===== src/rtl/jt900h_biu.sv =====
// TLCS-900H bus interface unit: prefetch byte queue plus operand access,
// sharing one external RAM port. Operand accesses win over prefetch in IDLE.
module jt900h_biu #(
  parameter int DW     = 16,
  parameter int QDEPTH = 8,
  parameter int AW     = 24
) (
  input  logic                      clk,
  input  logic                      rst,
  input  logic                      cen,
  input  logic                      pc_we,
  input  logic [AW-1:0]             pc_in,
  input  logic [2:0]                pop,
  output logic [31:0]               op,
  output logic [$clog2(QDEPTH):0]   q_cnt,
  output logic                      q_err,
  input  logic                      d_req,
  input  logic                      d_we,
  input  logic [2:0]                d_len,
  input  logic [AW-1:0]             d_addr,
  input  logic [31:0]               d_wdata,
  output logic [31:0]               d_rdata,
  output logic                      d_ack,
  output logic [AW-1:0]             ram_addr,
  input  logic [DW-1:0]             ram_dout,
  output logic [DW-1:0]             ram_din,
  output logic [DW/8-1:0]           ram_we
);
  localparam int NB = DW / 8;
  localparam int QW = $clog2(QDEPTH);
  localparam int CW = QW + 1;
  localparam logic [AW-1:0] ALIGN = ~AW'(NB - 1);

  typedef enum logic [2:0] {IDLE, PF_ISSUE, PF_CAP, D_ISSUE, D_CAP, D_NEXT} state_t;
  state_t state_reg, state_next;

  logic [7:0]    q_mem [QDEPTH];
  logic [QW-1:0] head_reg, tail, tail1;
  logic [CW-1:0] cnt_reg, free_now, pop_ext;
  logic [AW-1:0] fa_reg, bus_addr_reg, start_fa;
  logic          q_err_reg, pf_kill_reg, wr_reg;
  logic [2:0]    len_reg, len_eff;
  logic [3:0]    off_reg, pos_reg, span_end;
  logic [31:0]   wdata_reg, rd_acc_reg, d_rdata_reg, rd_merge;
  logic [1:0]    pf_yield, start_yield;
  logic [15:0]   dout16;
  logic          pop_ok, pop_err, push, more;
  logic [NB-1:0] lane_act;
  logic [1:0]    lane_idx [NB];

  // A flush in IDLE redirects the fetch decision to pc_in with an empty queue
  assign start_fa    = pc_we ? pc_in : fa_reg;
  assign pf_yield    = (NB == 2 && !fa_reg[0])   ? 2'd2 : 2'd1;
  assign start_yield = (NB == 2 && !start_fa[0]) ? 2'd2 : 2'd1;
  assign free_now    = pc_we ? CW'(QDEPTH) : CW'(QDEPTH) - cnt_reg;
  assign pop_ext     = CW'(pop);
  assign pop_ok      = (pop != 3'd0) && (pop_ext <= cnt_reg);
  assign pop_err     = pop_ext > cnt_reg;
  assign push        = (state_reg == PF_CAP) && !pf_kill_reg;
  assign tail        = head_reg + cnt_reg[QW-1:0];
  assign tail1       = tail + QW'(1);
  assign dout16      = 16'(ram_dout);

  assign len_eff  = (d_len == 3'd1 || d_len == 3'd2 || d_len == 3'd4) ? d_len : 3'd4;
  assign span_end = off_reg + {1'b0, len_reg};
  assign more     = (pos_reg + 4'(NB)) < span_end;

  genvar gi;
  // Access bytes are numbered from the aligned start; lane gi holds byte pos+gi
  generate
    for (gi = 0; gi < NB; gi++) begin : g_lane
      logic [3:0] p;
      assign p            = pos_reg + 4'(gi);
      assign lane_act[gi] = (p >= off_reg) && (p < span_end);
      assign lane_idx[gi] = 2'(p - off_reg);
      assign ram_din[8*gi +: 8] = wdata_reg[{lane_idx[gi], 3'b000} +: 8];
    end
    for (gi = 0; gi < 4; gi++) begin : g_op
      assign op[8*gi +: 8] = q_mem[head_reg + QW'(gi)];
    end
  endgenerate

  always_comb begin
    rd_merge = rd_acc_reg;
    for (int i = 0; i < NB; i++)
      if (lane_act[i]) rd_merge[{lane_idx[i], 3'b000} +: 8] = ram_dout[8*i +: 8];
  end

  assign ram_addr = bus_addr_reg;
  assign ram_we   = (state_reg == D_ISSUE && wr_reg) ? lane_act : '0;
  assign d_ack    = (state_reg == D_CAP || state_reg == D_NEXT) && !more;
  assign d_rdata  = (state_reg == D_CAP && !more) ? rd_merge : d_rdata_reg;
  assign q_cnt    = cnt_reg;
  assign q_err    = q_err_reg;

  always_ff @(posedge clk or posedge rst) begin
    if (rst) state_reg <= IDLE;
    else if (cen) state_reg <= state_next;
  end

  always_comb begin
    state_next = state_reg;
    case (state_reg)
      IDLE: begin
        if (d_req) state_next = D_ISSUE;
        else if (free_now >= CW'(start_yield)) state_next = PF_ISSUE;
      end
      PF_ISSUE: state_next = PF_CAP;
      PF_CAP:   state_next = IDLE;
      D_ISSUE:  state_next = wr_reg ? D_NEXT : D_CAP;
      D_CAP, D_NEXT: state_next = more ? D_ISSUE : IDLE;
      default:  state_next = IDLE;
    endcase
  end

  // Prefetch queue; a flush overrides both push and pop of the same tick
  always_ff @(posedge clk or posedge rst) begin
    if (rst) begin
      head_reg  <= '0;
      cnt_reg   <= '0;
      fa_reg    <= '0;
      q_err_reg <= 1'b0;
      for (int i = 0; i < QDEPTH; i++) q_mem[i] <= 8'h00;
    end else if (cen) begin
      q_err_reg <= 1'b0;
      if (pc_we) begin
        head_reg <= '0;
        cnt_reg  <= '0;
        fa_reg   <= pc_in;
      end else begin
        if (push) begin
          if (pf_yield == 2'd2) begin
            q_mem[tail]  <= dout16[7:0];
            q_mem[tail1] <= dout16[15:8];
          end else begin
            q_mem[tail] <= (NB == 2) ? dout16[15:8] : dout16[7:0];
          end
          fa_reg <= fa_reg + AW'(pf_yield);
        end
        if (pop_ok) head_reg <= head_reg + pop_ext[QW-1:0];
        q_err_reg <= pop_err;
        cnt_reg   <= cnt_reg + (push ? CW'(pf_yield) : '0) - (pop_ok ? pop_ext : '0);
      end
    end
  end

  always_ff @(posedge clk or posedge rst) begin
    if (rst) begin
      bus_addr_reg <= '0;
      pf_kill_reg  <= 1'b0;
      wr_reg       <= 1'b0;
      len_reg      <= '0;
      off_reg      <= '0;
      pos_reg      <= '0;
      wdata_reg    <= '0;
      rd_acc_reg   <= '0;
      d_rdata_reg  <= '0;
    end else if (cen) begin
      if ((state_reg == PF_ISSUE || state_reg == PF_CAP) && pc_we) pf_kill_reg <= 1'b1;
      case (state_reg)
        IDLE: begin
          if (d_req) begin
            bus_addr_reg <= d_addr & ALIGN;
            wr_reg       <= d_we;
            len_reg      <= len_eff;
            off_reg      <= (NB == 2) ? {3'b000, d_addr[0]} : 4'd0;
            pos_reg      <= '0;
            wdata_reg    <= d_wdata;
            rd_acc_reg   <= '0;
          end else if (state_next == PF_ISSUE) begin
            bus_addr_reg <= start_fa & ALIGN;
            pf_kill_reg  <= 1'b0;
          end
        end
        D_CAP, D_NEXT: begin
          if (more) begin
            pos_reg      <= pos_reg + 4'(NB);
            bus_addr_reg <= bus_addr_reg + AW'(NB);
          end
        end
        default: ;
      endcase
      if (state_reg == D_CAP) begin
        rd_acc_reg <= rd_merge;
        if (!more) d_rdata_reg <= rd_merge;
      end
    end
  end
endmodule

===== config.mk =====
export PLATFORM = sky130hd
export DESIGN_NAME = jt900h_biu
export DESIGN_NICKNAME = d
export VERILOG_FILES = /design/src/rtl/jt900h_biu.sv
export SDC_FILE = /design/constraint.sdc
export NUM_CORES = 1
export LEC_CHECK = 0
export CORE_MARGIN = 3
export CORE_UTILIZATION = 55
export CTS_BUF_LIST = sky130_fd_sc_hd__clkbuf_4
export DETAILED_ROUTE_END_ITERATION = 10
export GPL_ROUTABILITY_DRIVEN = 0
export PLACE_DENSITY = 0.88
export SYNTH_ARGS = -nofsm -noshare
export SYNTH_HDL_FRONTEND = slang
export SYNTH_SLANG_ARGS = --single-unit

===== constraint.sdc =====
create_clock -name clk -period 8.7 [get_ports clk]
set_input_delay 1.74 -clock clk [delete_from_list [all_inputs] [get_ports clk]]
set_output_delay 1.74 -clock clk [all_outputs]
set_load 0.02 [all_outputs]

==> summary.md, run 1 <==
| Metric | Value |
|---|---|
| First-pass GRT wire length | `78600 µm` |
| DRC | `0` |
| Die area | `30400 µm²` |
| Global route total overflow | `0` |
| Yosys top cell by area | `dfrtp_1` |
| CTS resizes | `0` |
| Critical Path Start | `pos_reg[1]$_DFFE_PP0P_` |
| Synth unique cells | `86` |
| Worst setup path end | `d_rdata[22]` |
| Max reg flops | `64` |
| Final setup fails | `0` |
| Status | `complete, no violations` |
| Placeable Area | `27900 µm²` |
| Slew @ Worst Pin | `1.07 ns` |
| Area contributors post-synth | `dfrtp_1, mux2_2, mux4_2, o21ai_0, mux2i_1` |
| Tmin final | `6.71 ns` |
| Critical Path Source Type | `flop` |
| Yosys reg bits | `227` |
| DR pass1 iterations | `6` |
| Worst setup path class | `flop to primary output` |
| Sequential Area | `5680 µm²` |
| Final non-filler cell total | `2220` |
| Pwr dens | `356 nW/µm²` |
| Filler cells | `2094` |
| Crit end category | `primary output` |
| Slew Limit Fails | `0` |
| Max Fanout on Critical Path | `16` |
| Synthesized area per cell | `9.63 µm²` |
| Via count | `15003` |
| TNS Setup | `0 ns` |
| Vias/cell | `6.76` |
| Leak | `7.57 nW` |
| Most flop-heavy register | `q_mem` |
| Hold Vio Cnt, Final | `0` |
| FF-to-FF End | `q_mem[63]$_DFFE_PP0P_` |
| H-tree levels | `2` |
| Multi-input logic area | `9260 µm²` |
| R2R Setup Slk | `4.65 ns` |
| Initial antenna violation count | `3` |
| Worst setup margin | `1.99 ns` |
| Relative slew margins | `28.3%` |
| Number of global-route vias before repair | `14685` |
| Setup Skew | `0.0524 ns` |
| Final WL | `49500 µm` |
| Hpwl dp | `33900 µm` |
| Commonest non-fill, non-tap cell in the layout | `dfrtp_1` |
| Post-synth ARST share | `100%` |
| Total power | `6.65 mW` |
| Max stage delay on crit path | `0.81 ns` |
| Synthesized net count | `1774` |
| Req. time, crit path | `6.96 ns` |
| Rows | `61` |
| Ys flop type | `dfrtp_1` |
| YS warnings | `0` |
| Initial DRC Count | `2135` |
| CTS tree | `built` |
| Most frequent cells in the layout | `dfrtp_1, clkdlybuf4s50_1, o21ai_0, nand2_1, nor2_1` |
| Placed cells | `2128` |
| Critical-path cell list | `inv_1 > ha_1 > inv_1 > ha_1 > nor3_1 > and2_1 > mux2i_1 > o21ai_0 > clkdlybuf4s50_1` |
| Worst R2R Start | `head_reg[0]$_DFFE_PP0P_` |
| DR WL/cell | `22.3 µm` |
| Post-synth EDFFs | `0` |
| Clock-pin slew on the worst setup and hold paths | `0.07 ns` |
| CTS hold repair buffers | `0` |
| Initial core utilization | `56.0%` |
| Layout cells sized above 1 | `15.9%` |
| CP Data Arrival Time | `4.97 ns` |
| Ports | `220` |
| RSZ-0062 raised after global routing | `no` |
| Number of I/O port buffers | `218` |
| Synthesized instance count | `1620` |
| Total Routing Usage GR | `31.8%` |
| Finished Core Util | `67.0%` |
| Seq/Total Area, Yosys | `36.4%` |
| Post-CTS Repair Setup Buffers | `0` |
| Reg2reg path depth | `8` |
| Final Cycle Share | `77.1%` |
| Final net count | `1964` |
| Syn-to-layout area delta | `19.6%` |
| Die width | `174 µm` |
| Syn Std Cell Area | `15600 µm²` |
| Max VDD drop | `197 µV` |
| Max Freq | `0.149 GHz` |
| Worst-Skew Late Latency | `0.72 ns` |
| Slowest-stage cell, CP | `dfrtp_1` |
| Clk buf depth | `3` |
| Hold Crit Class | `flop to flop` |
| Max-cap viol count | `0` |
| Area share of the largest cell type after synthesis | `36.4%` |
| Die span in y | `174 µm` |
| Clock sink count | `227` |
| Root Buffer | `clkbuf_4` |
| Setup WS pre-CTS | `2.80 ns` |
| Total CTS buffers | `58` |
| Detail Route Antenna Nets | `0` |
| Largest net degree at the start of global routing | `89` |
==> logic make-up after synthesis <==
| logic type | Yosys count | share of synthesized area, % |
|---|---|---|
| AO/OA/AOI/OAI | 500 | 22.4 |
| AND/OR/NAND/NOR | 451 | 14.5 |
| flip-flops | 227 | 36.4 |
| multiplexers | 211 | 17.5 |
| buffers and inverters | 172 | 4.48 |
| adder cells (fa/ha/maj) | 46 | 3.88 |
| XOR/XNOR | 12 | 0.882 |
| other | 1 | 0.0240 |
==> metrics by stage <==
step	hold WS [ns]	area [µm²]
final	0.480	18700
after global routing	0.524	18700
after CTS	0.479	18700
after detailed placement	0.466	18000
after global placement	0.461	18000
after floorplan	0.449	15600
==> worst min path at each step <==
stage / from / end / cells past startpoint
after floorplan: rd_acc_reg[16]$_DFFE_PP0P_ / rd_acc_reg[16]$_DFFE_PP0P_ / 1
after global placement: rd_acc_reg[16]$_DFFE_PP0P_ / rd_acc_reg[16]$_DFFE_PP0P_ / 1
after detailed placement: rd_acc_reg[16]$_DFFE_PP0P_ / rd_acc_reg[16]$_DFFE_PP0P_ / 1
after CTS: rd_acc_reg[16]$_DFFE_PP0P_ / rd_acc_reg[16]$_DFFE_PP0P_ / 1
after global routing: rd_acc_reg[16]$_DFFE_PP0P_ / rd_acc_reg[16]$_DFFE_PP0P_ / 1
final: rd_acc_reg[16]$_DFFE_PP0P_ / rd_acc_reg[16]$_DFFE_PP0P_ / 1
==> where the power goes <==
group	leakage (nW)	switching, mW	internal (mW)	total, mW
combinational	4.24	2.17	1.78	3.95
clock	0.399	0.456	0.430	0.885
sequential	2.94	0.399	1.42	1.82
==> cell type report <==
type	count	share of cell area, %
Tap cell	378	2.53
Clock buffer	83	3.34
Clock inverter	8	0.194
Inverter	58	1.21
Multi-Input combinational cell	1221	49.6
Timing Repair Buffer	244	12.7
Sequential cell	227	30.4
Antenna cell	1	0.0134
==> per-layer routing <==
metal  GRT usage [%]  up-vias  share of wire, %
met2            48.8     1126                45
met4            15.5        4               5.2
met5               0        -             0.040
met1            42.3     7149                37
met3            7.84      224                12
li1                -     6500                 -
==> Yosys cell counts, drive strengths merged (12+ instances only) <==
master / count
nor4: 12
clkbuf: 73
nand2: 126
inv: 56
mux2: 93
ha: 42
a21oi: 55
mux2i: 78
nor2: 125
nand2b: 13
mux4: 40
nor3: 23
nand4: 14
a22oi: 63
o31ai: 16
dfrtp: 227
nand3: 38
o21ai: 173
a31oi: 17
buf: 41
nor2b: 14
a221o: 67
and2: 49
==> worst max-delay path: cells and delay by family, from the launching register on <==
family,cells,cell delay (ns)
AOI/OAI and AO/OA,1,0.23
adders and majority gates,2,1.11
DFF,1,0.81
and+or+nand+nor,2,0.88
buffers and inverters,3,1.11
muxes,1,0.12
Note: power is estimated with default switching activity, not from simulation.
==> run 2, diff against run 1 <==
==> constraint.sdc (replaced) <==
create_clock -name clk -period 6.58 [get_ports clk]
set_input_delay 1.316 -clock clk [delete_from_list [all_inputs] [get_ports clk]]
set_output_delay 1.316 -clock clk [all_outputs]
set_load 0.02 [all_outputs]
==> summary.md, run 2 (synthesis results as in run 1) <==
| Metric | Value |
|---|---|
| Pwr dens | `472 nW/µm²` |
| Critical Path Start | `off_reg[0]$_DFFE_PP0P_` |
| CTS resizes | `0` |
| First-pass GRT wire length | `78800 µm` |
| Max stage delay on crit path | `0.67 ns` |
| Global route total overflow | `0` |
| Die width | `174 µm` |
| Hold Path Cell Cnt | `2` |
| Rows | `61` |
| Hold Vio Cnt, Final | `0` |
| Hpwl dp | `34300 µm` |
| Vias/cell | `6.71` |
| Clk buf depth | `3` |
| Worst-Skew Late Latency | `0.72 ns` |
| CP Data Arrival Time | `4.57 ns` |
| Slew Limit Fails | `0` |
| Initial DRC Count | `1611` |
| Max reg flops | `64` |
| Total power | `8.87 mW` |
| CTS hold repair buffers | `0` |
| Total CTS buffers | `61` |
| Via count | `15045` |
| CP Buf/Inv Count | `1` |
| Delay-heaviest family, CP | `compound AO/OA/AOI/OAI gates` |
| Worst R2R Start | `q_cnt[0]$_DFFE_PP0P_` |
| Leak | `7.64 nW` |
| Tmin final | `5.89 ns` |
| Placeable Area | `27900 µm²` |
| Hold Crit Class | `flop to flop` |
| Detail Route Antenna Nets | `0` |
| Reg2reg path depth | `7` |
| DR WL/cell | `22.1 µm` |
| Critical Path Source Type | `flop` |
| Clock sink count | `227` |
| Final WL | `49600 µm` |
| Stages on the worst setup path | `10` |
| Finished Core Util | `67.4%` |
| Worst setup margin | `0.694 ns` |
| DR pass1 iterations | `6` |
| Die area | `30400 µm²` |
| Syn-to-layout area delta | `20.4%` |
| Clock-pin slew on the worst setup and hold paths | `0.07 ns` |
| Root Buffer | `clkbuf_4` |
| Post-CTS Repair Setup Buffers | `0` |
| Req. time, crit path | `5.26 ns` |
| Final setup fails | `0` |
| Setup WS pre-CTS | `1.46 ns` |
| Max-cap viol count | `0` |
| Slew @ Worst Pin | `1.18 ns` |
| Crit end category | `primary output` |
| Relative slew margins | `20.7%` |
| Die span in y | `174 µm` |
| Slowest-stage cell, CP | `clkdlybuf4s50_1` |
| Max Freq | `0.170 GHz` |
| Placed cells | `2131` |
| Max Fanout on Critical Path | `11` |
| Most frequent cells in the layout | `dfrtp_1, clkdlybuf4s50_1, o21ai_0, nand2_1, nor2_1` |
| Total Routing Usage GR | `31.8%` |
| Initial antenna violation count | `3` |
| Max VDD drop | `266 µV` |
| Worst setup path class | `flop to primary output` |
| Status | `complete, no violations` |
| Hold path start | `d_rdata_reg[23]$_DFFE_PP0P_` |
| CP dominant cell by count | `ha_1` |
| Final Cycle Share | `89.4%` |
| Ports | `220` |
| Final net count | `1970` |
| Hold_ws | `0.489 ns` |
| Setup Skew | `0.0821 ns` |
| Placed inst area | `18000 µm²` |
| Critical-path cell list | `ha_1 > ha_1 > xnor2_1 > ha_1 > a21oi_1 > o41ai_4 > nor3_2 > a31oi_1 > o21ai_0 > clkdlybuf4s50_1` |
| Number of global-route vias before repair | `14862` |
| H-tree levels | `2` |
| Design Area, Final | `18800 µm²` |
| RSZ-0062 raised after global routing | `no` |
| Initial core utilization | `56.0%` |
| Largest net degree at the start of global routing | `82` |
| TNS Setup | `0 ns` |
| Final non-filler cell total | `2241` |
| Commonest non-fill, non-tap cell in the layout | `dfrtp_1` |
| Most flop-heavy register | `q_mem` |
| Layout cells sized above 1 | `16.3%` |
| Number of I/O port buffers | `218` |
| CTS tree | `built` |
| DRC | `0` |
==> run 2: path summary, 6_finish.rpt <==
kind,slack (ns),to
max,0.69,d_rdata[25]
min,0.49,d_rdata_reg[23]$_DFFE_PP0P_
max reg2reg,2.85,q_mem[63]$_DFFE_PP0P_
min reg2reg,0.49,d_rdata_reg[23]$_DFFE_PP0P_
max in group asynchronous,4.41,ram_addr[17]$_DFFE_PP0P_
min in group asynchronous,0.91,d_rdata_reg[8]$_DFFE_PP0P_
==> run 2: layout make-up <==
class,instances,area (µm²)
clock buffers,83,623
repair buffers,247,2390
fillers,2105,9070
inverters,58,221
well taps,378,473
clock inverters,25,139
flip-flops and latches,227,5680
multi-input cells,1221,9260
diodes,2,5.00
==> run 2: tightest hold or removal path, cell delays in order (launching register included) <==
cell	delay, ns
dfrtp_1	0.34
nand2_1	0.05
o221ai_1	0.06
==> run 2: per-layer routing <==
metal  vias up  global-route usage, %  share of wire [%]
met4         4                   15.0                4.7
met5         -                      0              0.054
met2      1119                   50.2                 46
met1      7209                   42.1                 37
met3       187                   6.49                 11
li1       6526                      -                  -
==> run 2: power breakdown <==
| part | internal (mW) | total, mW | switching, mW |
|---|---|---|---|
| Sequential | 1.88 | 2.37 | 0.495 |
| Combinational | 2.36 | 5.24 | 2.88 |
| Clock | 0.629 | 1.26 | 0.634 |
| Total | 4.86 | 8.87 | 4.01 |
==> run 3, diff against run 2 <==
--- a/config.mk
+++ b/config.mk
@@ -5,12 +5,14 @@
 export SDC_FILE = /design/constraint.sdc
 export NUM_CORES = 1
 export LEC_CHECK = 0
+export CAP_MARGIN = 10
 export CORE_MARGIN = 3
 export CORE_UTILIZATION = 55
 export CTS_BUF_LIST = sky130_fd_sc_hd__clkbuf_4
 export DETAILED_ROUTE_END_ITERATION = 10
+export DONT_BUFFER_PORTS = 1
 export GPL_ROUTABILITY_DRIVEN = 0
-export PLACE_DENSITY = 0.88
+export PLACE_DENSITY = 0.78
 export SYNTH_ARGS = -nofsm -noshare
 export SYNTH_HDL_FRONTEND = slang
 export SYNTH_SLANG_ARGS = --single-unit
==> summary.md, run 3 (synthesis results as in run 1) <==
| Metric | Value |
|---|---|
| Status | `complete, no violations` |
| Largest net degree at the start of global routing | `162` |
| Clock-pin slew on the worst setup and hold paths | `0.06 ns` |
| Number of global-route vias before repair | `13632` |
| Hpwl dp | `32400 µm` |
| CP Data Arrival Time | `4.37 ns` |
| Slew Limit Fails | `0` |
| Hold Vio Cnt, Final | `0` |
| Worst-Skew Late Latency | `0.72 ns` |
| Hold Crit Class | `flop to flop` |
| Met3 WL | `5550 µm` |
| DR pass1 iterations | `6` |
| Max reg flops | `64` |
| Placeable Area | `27900 µm²` |
| Number of I/O port buffers | `0` |
| Global route total overflow | `0` |
| Leak | `6.74 nW` |
| Final Cycle Share | `86.4%` |
| Max Freq | `0.176 GHz` |
| Critical Path Source Type | `flop` |
| Via count | `13801` |
| Commonest non-fill, non-tap cell in the layout | `dfrtp_1` |
| Req. time, crit path | `5.26 ns` |
| Max Fanout on Critical Path | `11` |
| Total Routing Usage GR | `30.5%` |
| Clk buf depth | `3` |
| Layout cells sized above 1 | `17.6%` |
| Final net count | `1740` |
| CTS resizes | `0` |
| CTS tree | `built` |
| RSZ-0062 raised after global routing | `no` |
| Die area | `30400 µm²` |
| Detail Route Antenna Nets | `0` |
| Most flop-heavy register | `q_mem` |
| Setup Skew | `0.0705 ns` |
| Initial core utilization | `56.0%` |
| Syn-to-layout area delta | `5.76%` |
| Die span in y | `174 µm` |
| Max-cap viol count | `0` |
| Most frequent cells in the layout | `dfrtp_1, o21ai_0, nand2_1, nor2_1, mux2_2` |
| Slew @ Worst Pin | `1.07 ns` |
| H-tree levels | `2` |
| DR WL/cell | `23.5 µm` |
| Finished Core Util | `59.2%` |
| Ports | `220` |
| Met1 WL | `18200 µm` |
| DRC | `0` |
| Total CTS buffers | `61` |
| Post-CTS Repair Setup Buffers | `0` |
| Clock sink count | `227` |
| Max Used Layer | `met5` |
| Final setup fails | `0` |
| Final WL | `47100 µm` |
| Max VDD drop | `230 µV` |
| Initial DRC Count | `1339` |
| Root Buffer | `clkbuf_4` |
| Pwr dens | `482 nW/µm²` |
| Met2 WL | `21300 µm` |
| First-pass GRT wire length | `74800 µm` |
| Worst setup path class | `flop to primary output` |
| Rows | `61` |
| Vias/cell | `6.87` |
| TNS Setup | `0 ns` |
| CTS hold repair buffers | `0` |
| Initial antenna violation count | `2` |
| R2R Setup Slk | `2.69 ns` |
| Die width | `174 µm` |
| Relative slew margins | `28.3%` |
| Crit end category | `primary output` |
| Tmin final | `5.68 ns` |
[run 3: cell types whose count changed in the layout (fill, tap and decap cells not counted), moves of 2 or more]
cell,delta
clkinv_2,-6
clkbuf_4,+3
buf_4,-13
buf_2,-2
clkdlybuf4s50_1,-216
[run 3: through the flow]
stage	hold WS (ns)	cells	setup WS, ns	cell area, µm²	power [mW]
final	0.484	2008	0.897	16500	7.95
after global routing	0.510	2007	0.616	16500	8.44
after CTS	0.481	2006	0.949	16500	7.91
after detailed placement	0.467	1901	1.72	15800	6.69
after global placement	0.459	1901	1.83	15800	6.54
after floorplan	0.449	1620	2.08	15600	5.80
[run 3: final timing paths]
kind | start | end | cells past startpoint
max | len_reg[0]$_DFFE_PP0P_ | d_rdata[0] | 9
min reg2reg | rd_acc_reg[16]$_DFFE_PP0P_ | rd_acc_reg[16]$_DFFE_PP0P_ | 1
max in group asynchronous | rst | fa_reg[11]$_DFFE_PP0P_ | 2
max reg2reg | head_reg[0]$_DFFE_PP0P_ | q_mem[61]$_DFFE_PP0P_ | 7
min | rd_acc_reg[16]$_DFFE_PP0P_ | rd_acc_reg[16]$_DFFE_PP0P_ | 1
min in group asynchronous | rst | d_rdata_reg[4]$_DFFE_PP0P_ | 2
[run 3: per-layer routing]
layer | global-route usage [%] | up-vias
met5 | 0 | -
met4 | 14.2 | 2
met3 | 9.33 | 156
met2 | 46.2 | 886
met1 | 40.1 | 6686
li1 | - | 6071
[run 3: where the power goes]
part	switching (mW)	internal (mW)
clock	0.609	0.599
sequential	0.647	1.87
combinational	2.54	1.68
total	3.80	4.15
[run 3: worst max-delay path, stage by stage (launching register included)]
cell and delay (ns):
dfrtp_1 0.39, ha_1 0.22, ha_1 0.19, xnor2_1 0.15
ha_1 0.20, a21oi_1 0.67, o41a_1 0.36, and3_1 0.55
mux2i_1 0.22, o21ai_0 0.72
[run 3: area by class of cell]
class	instances	area (µm²)
clock inverter	19	81.3
antenna	2	5.00
inverter	58	221
multi-input combinational	1221	9260
tap	378	473
clock buffer	86	646
sequential	227	5680
fill	2345	11400
timing repair buffer	17	140
